==> src/rtl/mchan_fifo_lvl.sv <==
// Single-clock req/gnt FIFO with arbitrary depth, optional fall-through bypass,
// fill level, almost-full/almost-empty flags and synchronous flush.
module mchan_fifo_lvl #(
    parameter int DATA_WIDTH   = 32,
    parameter int DATA_DEPTH   = 8,
    parameter int FALL_THROUGH = 0,
    parameter int AF_THRESH    = DATA_DEPTH - 1,
    parameter int AE_THRESH    = 1
) (
    input  logic                              clk_i,
    input  logic                              rst_ni,
    input  logic                              flush_i,
    input  logic [DATA_WIDTH-1:0]             push_dat_i,
    input  logic                              push_req_i,
    output logic                              push_gnt_o,
    output logic [DATA_WIDTH-1:0]             pop_dat_o,
    output logic                              pop_gnt_o,
    input  logic                              pop_req_i,
    output logic [$clog2(DATA_DEPTH+1)-1:0]   level_o,
    output logic                              almost_full_o,
    output logic                              almost_empty_o
);

    localparam int ADDR_W = (DATA_DEPTH > 2) ? $clog2(DATA_DEPTH) : 1;
    localparam int LVL_W  = $clog2(DATA_DEPTH + 1);

    localparam logic [ADDR_W-1:0] LAST_PTR = ADDR_W'(DATA_DEPTH - 1);
    localparam logic [LVL_W-1:0]  FULL_LVL = LVL_W'(DATA_DEPTH);
    localparam logic [LVL_W-1:0]  AF_LVL   = LVL_W'(AF_THRESH);
    localparam logic [LVL_W-1:0]  AE_LVL   = LVL_W'(AE_THRESH);
    localparam bit                FT       = (FALL_THROUGH != 0);

    // Elaboration-time sanity check on parameter ranges.
    if (DATA_WIDTH < 1 || DATA_DEPTH < 2 ||
        AF_THRESH < 1 || AF_THRESH > DATA_DEPTH ||
        AE_THRESH < 0 || AE_THRESH > DATA_DEPTH - 1) begin : g_param_err
        $error("mchan_fifo_lvl: illegal parameter combination");
    end

    logic [DATA_WIDTH-1:0] storage [DATA_DEPTH];
    logic [ADDR_W-1:0]     rd_ptr;
    logic [ADDR_W-1:0]     wr_ptr;
    logic [LVL_W-1:0]      level;

    logic full;
    logic empty;
    logic push_fire;
    logic pop_fire;
    logic ft_pass;
    logic do_write;
    logic do_read;

    function automatic logic [ADDR_W-1:0] next_ptr(input logic [ADDR_W-1:0] p);
        return (p == LAST_PTR) ? '0 : p + ADDR_W'(1);
    endfunction

    assign full  = (level == FULL_LVL);
    assign empty = (level == '0);

    assign push_gnt_o = !full && !flush_i;
    assign pop_gnt_o  = (!empty || (FT && push_req_i)) && !flush_i;
    assign pop_dat_o  = (FT && empty) ? push_dat_i : storage[rd_ptr];

    assign push_fire = push_req_i && push_gnt_o;
    assign pop_fire  = pop_req_i && pop_gnt_o;

    // An empty fall-through FIFO hands the push word straight to the popper,
    // leaving storage, pointers and level untouched.
    assign ft_pass  = FT && empty && push_fire && pop_fire;
    assign do_write = push_fire && !ft_pass;
    assign do_read  = pop_fire && !ft_pass;

    always_ff @(posedge clk_i) begin
        if (do_write) begin
            storage[wr_ptr] <= push_dat_i;
        end
    end

    always_ff @(posedge clk_i or negedge rst_ni) begin
        if (!rst_ni) begin
            rd_ptr <= '0;
            wr_ptr <= '0;
            level  <= '0;
        end else if (flush_i) begin
            rd_ptr <= '0;
            wr_ptr <= '0;
            level  <= '0;
        end else begin
            if (do_write) begin
                wr_ptr <= next_ptr(wr_ptr);
            end
            if (do_read) begin
                rd_ptr <= next_ptr(rd_ptr);
            end
            if (do_write && !do_read) begin
                level <= level + LVL_W'(1);
            end else if (do_read && !do_write) begin
                level <= level - LVL_W'(1);
            end
        end
    end

    assign level_o        = level;
    assign almost_full_o  = (level >= AF_LVL);
    assign almost_empty_o = (level <= AE_LVL);

endmodule
==> config.mk <==
export PLATFORM = sky130hd
export DESIGN_NAME = mchan_fifo_lvl
export DESIGN_NICKNAME = d
export VERILOG_FILES = /design/src/rtl/mchan_fifo_lvl.sv
export SDC_FILE = /design/constraint.sdc
export NUM_CORES = 1
export LEC_CHECK = 0
export ABC_AREA = 1
export CORE_AREA = 2 2 171 173
export CTS_CLUSTER_SIZE = 28
export DETAILED_ROUTE_END_ITERATION = 8
export DIE_AREA = 0 0 173 175
export GPL_ROUTABILITY_DRIVEN = 1
export GPL_TIMING_DRIVEN = 0
export MAX_ROUTING_LAYER = met4
export SLEW_MARGIN = 40
export SYNTH_ARGS = -nofsm -noshare
export SYNTH_HDL_FRONTEND = slang
export SYNTH_SLANG_ARGS = --single-unit
==> constraint.sdc <==
create_clock -name clk_i -period 4.3 [get_ports clk_i]
set_clock_uncertainty 0.05 [all_clocks]
set_input_delay 1.29 -clock clk_i [delete_from_list [all_inputs] [get_ports clk_i]]
set_output_delay 1.29 -clock clk_i [all_outputs]
set_load 0.03 [all_outputs]
== Yosys cells after proc, flatten, opt, wreduce, memory -nomap -nowiden ==
Memory sizes are Yosys's and may differ from the RTL's.
Cells that the tools add are included.
Storage, ports and cells
  word-level logic and storage cells: 39
  input port bits: 37
  bits in registers: 10
  memories kept: 1
  bits in writable memories: 256
Operators by class
  reductions and logical operators: 15
  equal/unequal tests: 3
  $lt $le $gt $ge: 2
  add/sub/neg operators: 4
  mux-type cells: 11
Memories
  storage: words 8, width 32, read ports 1, clocked after memory_dff 0, wr ports 1, RTL line 40  | logic [DATA_WIDTH-1:0] storage [DATA_DEPTH];
Operators by type and width (number)
  3-bit two-way mux: 6
  4-bit two-way mux: 3
  3-bit by 1-bit adder with 3-bit output (second input constant): 2
  3-bit equality test (second input constant): 2
  1-bit logical AND: 6
  1-bit logical NOT: 5
  4-bit by 1-bit adder with 4-bit output (second input constant): 1
  4-bit equality test (second input constant): 1
  4-bit by 3-bit greater-or-equal comparator with 1-bit output (second input constant): 1
  4-bit by 1-bit less-or-equal comparator with 1-bit output (second input constant): 1
  4-bit logical NOT: 1
  2-bit nonzero test: 2
  4-bit by 1-bit subtractor with 4-bit output (second input constant): 1
  3-bit nonzero test: 1
  1-bit two-way mux: 2

== Logic depth before layout (Yosys ltp) ==
Gate-level depths: netlist of run 1.
  word-level depth: 9
  depth in mapped cells: 10

== Worst setup path after synthesis of run 1 ==
No wires, ideal clock.
  kind: in2reg
  start point: in flush_i
  end point: mem storage[0][0], enable pin
  stages on the path: 6
  data required time: 3829 ps
  path buffers: 1
  slack: 560 ps
  arrival time: 3268 ps
  cell sequence: inv_1 -> buf_2 -> nand2_1 -> nor2_4 -> nand2_1 -> nor2_1
On the way
  word-level cells in the longest chain between the ends: 5
RTL lines
  start, declared: RTL line 12  | input logic flush_i,
  1-bit logical NOT: RTL line 60  | assign push_gnt_o = !full && !flush_i;
  1-bit logical AND: RTL line 60
  1-bit logical AND: RTL line 64  | assign push_fire = push_req_i && push_gnt_o;
  1-bit two-way mux: RTL line 74  | if (do_write) begin
  1-bit two-way mux (not written as such): RTL line 75  | storage[wr_ptr] <= push_dat_i;
  end, declared: RTL line 40
Every way passes these cells.

== Worst setup path in the final report of run 1 ==
  start point: in flush_i
  end point: out push_gnt_o
On the way
  word-level cells in the longest chain between the ends: 2
RTL lines
  1-bit logical NOT: RTL line 60
  1-bit logical AND: RTL line 60
  end, declared: RTL line 15  | output logic push_gnt_o,
Every way passes these cells.

==> results of run 1 <==
-- routing by layer --
metal	track usage	routed length, um	up-vias
met5	-	0	-
met4	0.0526	694	0
met3	0.0239	1120	53
met2	0.279	12300	194
met1	0.229	11400	3283
li1	-	-	3313
-- worst min-delay path by stage --
stage | start | to | cells after the start
2_1_floorplan | wr_ptr[0] | wr_ptr[0] | 2
3_3_place_gp | wr_ptr[0] | wr_ptr[0] | 2
3_5_place_dp | wr_ptr[0] | wr_ptr[0] | 2
4_1_cts | wr_ptr[0] | wr_ptr[0] | 2
5_1_grt | wr_ptr[0] | wr_ptr[0] | 2
6_report | wr_ptr[0] | wr_ptr[0] | 2
-- cells by family after synthesis --
kind of cell    after synthesis
simple gates                315
compound gates              202
flops                       266
xor+xnor                      2
buf+inv                      67
fa+ha+maj                     8
-- cells in the final DEF (no fill, tap or decap), types with 2 or more instances in the layout --
master           Yosys  final
dfrtp_1             10     10
inv_2                2      2
nand4_1              3      3
edfxtp_1           256    256
clkinv_1             0      5
o21ai_1             18     18
clkbuf_2             3     11
xor2_1               2      2
nor2_4               1      9
buf_4                4      4
buf_6               13     13
clkdlybuf4s50_1      0     75
clkbuf_1            16     16
a21oi_1             32     32
clkinv_2             0      6
buf_16               0     10
nand2_2              2      2
nor2_1             169    161
inv_1               15     15
nand3_1             12     12
ha_1                 8      8
a31oi_1             32     32
buf_1                4      2
clkbuf_16            0     27
nand2_1            126    126
o21a_1               2      2
buf_2               10     11
buf_8                0      5
o21ai_0            118    118
-- stage by stage --
step | std cells | util | setup TNS [ns]
final | 1381 | 0.463 | 0
after global routing | 1381 | 0.463 | 0
after CTS | 1381 | 0.463 | 0
after detailed placement | 1335 | 0.436 | 0
after global placement | 1320 | 0.421 | -307.43
after floorplan | 860 | - | 0
-- worst max-delay path: cells and delay by family --
family | cells | cell delay (ns)
buffers and inverters | 5 | 1.43
and+or+nand+nor | 1 | 0.13
-- report_power, final --
| group | switching [mW] | leakage, nW | total [mW] | internal [mW] |
|---|---|---|---|---|
| Clock | 0.916 | 0.377 | 2.06 | 1.14 |
| Sequential | 0.0589 | 2.44 | 2.99 | 2.93 |
| Combinational | 1.96 | 1.73 | 3.03 | 1.07 |
-- final cells by class --
type / instances / area, sq um / share of cell area
Clock inverter: 12 / 57.6 / 0.00438
Timing Repair Buffer: 91 / 1110 / 0.0847
Inverter: 17 / 63.8 / 0.00486
Tap cell: 384 / 480 / 0.0366
Buffer: 50 / 328 / 0.0249
Clock buffer: 34 / 702 / 0.0534
Multi-Input combinational cell: 527 / 2460 / 0.187
Sequential cell: 266 / 7940 / 0.604
-- what timing repair did --
action / CTS / global route
endpoints found under the setup margin: 5 / 16
resized for setup: 4 / 10
buffers inserted: 0 / 0
hold buffers: 0 / 0
-- registers in the layout, summed over array words and instances, names as in the netlist --
name,cells
wr_ptr,3
level_o,4
storage,256
rd_ptr,3
==> impl_metrics.py, run 1 <==
metrics = {
    "yosys": {
        "synthMuxAreaShare": 0,
        "synth_warnings": 0,
        "synthFlopType": "edfxtp_1",
        "synth_area_per_cell_sq_um": 12.5,
        "async_reset_ff_frac": 0.0376,
        "ys_seq_area_frac": 0.741,
        "syn-num-nets": 905,
        "ys_types": 25,
        "yosys.area_share.simple": 0.114,
        "synth_xor_area_frac": 0.00163,
        "ys_ff_latch": 266,
        "synth_common_cells": "256 x edfxtp_1, 169 x nor2_1, 126 x nand2_1",
        "synth_compound_area_frac": 0.0985,
        "synth-edff-count": 256,
        "synth_top_cell_by_area": "edfxtp_1",
        "syn_area_sq_mm": 0.0107,
        "synth.most_common_cell": "edfxtp_1",
        "syn_inst": 860,
        "synth_top_family_by_area": "simple AND/OR/NAND/NOR gates",
        "synth_area_leaders": "edfxtp_1 72%, nor2_1 5.9%, o21ai_0 5.5%",
        "synth_adder_area_share": 0.00934,
        "synth.top_cell.area_share": 0.717,
    },
    "placement": {
        "dp_slack_ns": 0.115,
        "place_area_sq_mm": 0.0124,
        "numPortBuffers": 76,
        "dpl.hpwl_mm": 16.9,
        "gp_congestion": 0.750,
    },
    "min_path": {
        "hold_class": "flop to flop",
    },
    "run_status": {
        "outcome": "completed",
    },
    "clocking": {
        "clk_latency_ns": 0.53,
        "root_buffer": "clkbuf_16",
        "clockBufferDepth": 3,
        "htree_num_levels": 1,
        "clock-sinks": 266,
        "cts_buffers": 27,
        "clk_pin_slew_ns": 0.06,
        "cts_tree": "built",
    },
    "floorplan": {
        "rows": 62,
        "initial_core_util": 0.377,
        "dieHeight_um": 175,
        "die_x_um": 173,
        "core_area_sq_mm": 0.0284,
        "boundaryPins": 77,
        "die_area_sq_mm": 0.0303,
    },
    "cells_and_area": {
        "final_area_sq_mm": 0.0131,
        "drive_gt1_frac": 0.103,
        "n_fill_cell": 2574,
        "fin_nets": 1025,
        "diodes": 0,
        "area_growth_pct": 22.6,
    },
    "sta": {
        "maxSlewHeadroom": 0.551,
        "drv_slew": 0,
        "hold_viol_final": 0,
        "fin_crit_sh": 0.975,
        "setup_ws_ns": 0.109,
        "clock.fmax_mhz": 239,
        "tightest_slew_ns": 0.674,
        "setup_viol": 0,
        "hold_ws_ns": 0.558,
        "period_needed_ns": 4.19,
        "rsz0062_at_grt": "no",
    },
    "critical_path": {
        "rr_worst_depth": 9,
        "crit_required_ns": 2.96,
        "critPathCaptureType": "primary output",
        "rr_endpoint": "storage[5][13]",
        "slowest_delay_ns": 0.67,
        "path_cells": "clkdlybuf4s50_1 -> inv_1 -> buf_2 -> nand2_1 -> inv_1 -> clkdlybuf4s50_1",
        "rr_startpoint": "level_o[0]",
        "cp-start-kind": "input pin",
        "crit_fanout": 10,
        "crit_start": "flush_i",
        "cp_slowest_cell": "clkdlybuf4s50_1",
        "worst_ep_arrival_time_ns": 2.85,
        "rrSetupSlack_ns": 1.60,
        "critical_path_class": "input pin to primary output",
        "endpoint": "push_gnt_o",
    },
    "drt": {
        "ant_nets": 0,
        "via_count": 6843,
        "wl_per_cell_um": 18.5,
        "dr.pass1.iters": 5,
        "vias_per_cell": 4.96,
        "drc": 0,
        "drtIter0Drc": 671,
        "drt-total-wl_mm": 25.5,
    },
    "grt": {
        "gr-total-overflow": 0,
        "grt_pass1_wl_mm": 39.0,
        "grt_max_degree": 18,
        "grt_pass1_vias": 6661,
        "antenna_found_initial": 0,
        "grt.total_usage": 0.173,
    },
    "power": {
        "powerDensity_mw_per_mm2": 615,
        "finalPower_mw": 8.08,
        "total_leakage_power_nw": 4.55,
        "ir_worst_vdd_mv": 0.425,
    },
    "run": {
        "maxCapViolCount": 0,
    },
}
No activity file was read; power rests on OpenSTA's default activity.
==> inputs of run 2 (changes only) <==
--- a/config.mk
+++ b/config.mk
@@ -13,7 +13,8 @@
 export GPL_ROUTABILITY_DRIVEN = 1
 export GPL_TIMING_DRIVEN = 0
 export MAX_ROUTING_LAYER = met4
-export SLEW_MARGIN = 40
+export SLEW_MARGIN = 20
 export SYNTH_ARGS = -nofsm -noshare
 export SYNTH_HDL_FRONTEND = slang
 export SYNTH_SLANG_ARGS = --single-unit
+export TNS_END_PERCENT = 100
==> impl_metrics.py, run 2 (synthesis results as in run 1) <==
metrics = {
    "run_status": {
        "outcome": "completed",
    },
    "placement": {
        "numPortBuffers": 76,
        "gp_congestion": 0.750,
        "dp_slack_ns": 0.122,
        "dpl.hpwl_mm": 16.5,
    },
    "grt": {
        "grt_pass1_wl_mm": 38.6,
        "grt_max_degree": 20,
        "grt_pass1_vias": 6666,
        "antenna_found_initial": 0,
        "grt.total_usage": 0.171,
        "gr-total-overflow": 0,
    },
    "clocking": {
        "clock-sinks": 266,
        "htree_num_levels": 1,
        "cts_setup_buffers": 0,
        "clk_pin_slew_ns": 0.06,
        "clockBufferDepth": 3,
        "clk_latency_ns": 0.55,
        "root_buffer": "clkbuf_16",
        "hold_buffers": 0,
        "cts_tree": "built",
        "cts_buffers": 28,
    },
    "cells_and_area": {
        "area_growth_pct": 21.8,
        "layout_commonest_cell": "edfxtp_1",
        "final_util": 0.460,
        "top_register": "storage",
        "largest_register_ffs": 256,
        "diodes": 0,
        "final_cell_mix": "256 x edfxtp_1, 161 x nor2_1, 126 x nand2_1",
        "drive_gt1_frac": 0.0948,
        "fin_nets": 1019,
    },
    "drt": {
        "vias_per_cell": 4.98,
        "drc": 0,
        "dr.pass1.iters": 5,
        "top_layer": "met4",
        "drt-total-wl_mm": 25.5,
        "ant_nets": 0,
        "drtIter0Drc": 730,
        "met1_length_mm": 11.2,
        "wl_met3_mm": 1.35,
        "via_count": 6852,
        "wl_per_cell_um": 18.5,
        "met2_length_mm": 12.3,
    },
    "power": {
        "finalPower_mw": 8.13,
        "total_leakage_power_nw": 4.50,
        "ir_worst_vdd_mv": 0.449,
        "powerDensity_mw_per_mm2": 623,
    },
    "critical_path": {
        "critPathCaptureType": "primary output",
        "slowest_delay_ns": 0.67,
        "path_cells": "clkdlybuf4s50_1 -> inv_1 -> buf_2 -> nand2_1 -> inv_1 -> clkdlybuf4s50_1",
        "crit_required_ns": 2.96,
        "worst_ep_arrival_time_ns": 2.84,
        "crit_fanout": 10,
        "crit_buf_inv": 5,
        "critical_path.top_delay_family": "buffers and inverters",
        "critical_path_class": "input pin to primary output",
        "cp_slowest_cell": "clkdlybuf4s50_1",
        "cp-start-kind": "input pin",
    },
    "sta": {
        "setup_ws_ns": 0.123,
        "hold_ws_ns": 0.557,
        "setup_viol": 0,
        "drv_slew": 0,
        "hold_viol_final": 0,
        "rsz0062_at_grt": "no",
        "tightest_slew_ns": 0.776,
        "clock.fmax_mhz": 239,
        "period_needed_ns": 4.18,
        "maxSlewHeadroom": 0.482,
        "fin_crit_sh": 0.971,
    },
    "run": {
        "maxCapViolCount": 0,
    },
    "floorplan": {
        "die_area_sq_mm": 0.0303,
        "core_area_sq_mm": 0.0284,
        "die_x_um": 173,
        "rows": 62,
        "dieHeight_um": 175,
        "initial_core_util": 0.377,
        "boundaryPins": 77,
    },
    "min_path": {
        "hold_class": "flop to flop",
    },
}
-- run 2: worst min-delay path: cells and delay by family (launching register included) --
| kind | cells | cell delay [ns] |
|---|---|---|
| DFF | 1 | 0.39 |
| AOI/OAI and AO/OA | 1 | 0.08 |
| buffers and inverters | 1 | 0.09 |
-- run 2: stage by stage --
| step | instance area (sq um) | TNS [ns] | cells |
|---|---|---|---|
| 3_5_place_dp | 12200 | 0 | 1328 |
| 5_1_grt | 13100 | 0 | 1376 |
| 3_3_place_gp | 12000 | -307.43 | 1320 |
| 2_1_floorplan | 10700 | 0 | 860 |
| 4_1_cts | 13000 | 0 | 1376 |
| 6_report | 13100 | 0 | 1376 |
-- run 2: cell type report --
cell class,count,area (sq um)
fillers,2595,15300
flip-flops and latches,266,7940
multi-input cells,527,2460
repair buffers,84,983
clock buffers,40,746
well taps,384,480
plain buffers,50,329
inverters,17,63.8
clock inverters,8,51.3
-- run 2: report_power, final --
part	total [mW]	switching, mW	internal, mW
sequential	2.99	0.0582	2.93
clock	2.13	0.931	1.20
combinational	3.01	1.95	1.06
total	8.13	2.94	5.19
-- run 2: path summary, 6_finish.rpt --
check,start,endpoint,slack [ns],depth (start not counted)
setup / recovery,flush_i,push_gnt_o,0.12,6
hold / removal,wr_ptr[0],wr_ptr[0],0.56,2
setup reg to reg,level_o[0],storage[5][13],1.51,8
hold reg to reg,wr_ptr[0],wr_ptr[0],0.56,2
max in group asynchronous,rst_ni,wr_ptr[0],2.87,1
min in group asynchronous,rst_ni,level_o[1],1.01,1
-- run 2: what timing repair did --
item / in CTS / in global routing
gates resized for setup: 5 / 10
cloned: 0 / 0
setup endpoints to repair: 6 / 15
pin swaps: 0 / 0
-- run 2: routing by layer --
| metal | up-vias | global-route usage |
|---|---|---|
| li1 | 3300 | - |
| met4 | 0 | 0.0501 |
| met2 | 207 | 0.278 |
| met1 | 3292 | 0.225 |
| met3 | 53 | 0.0239 |
| met5 | - | - |
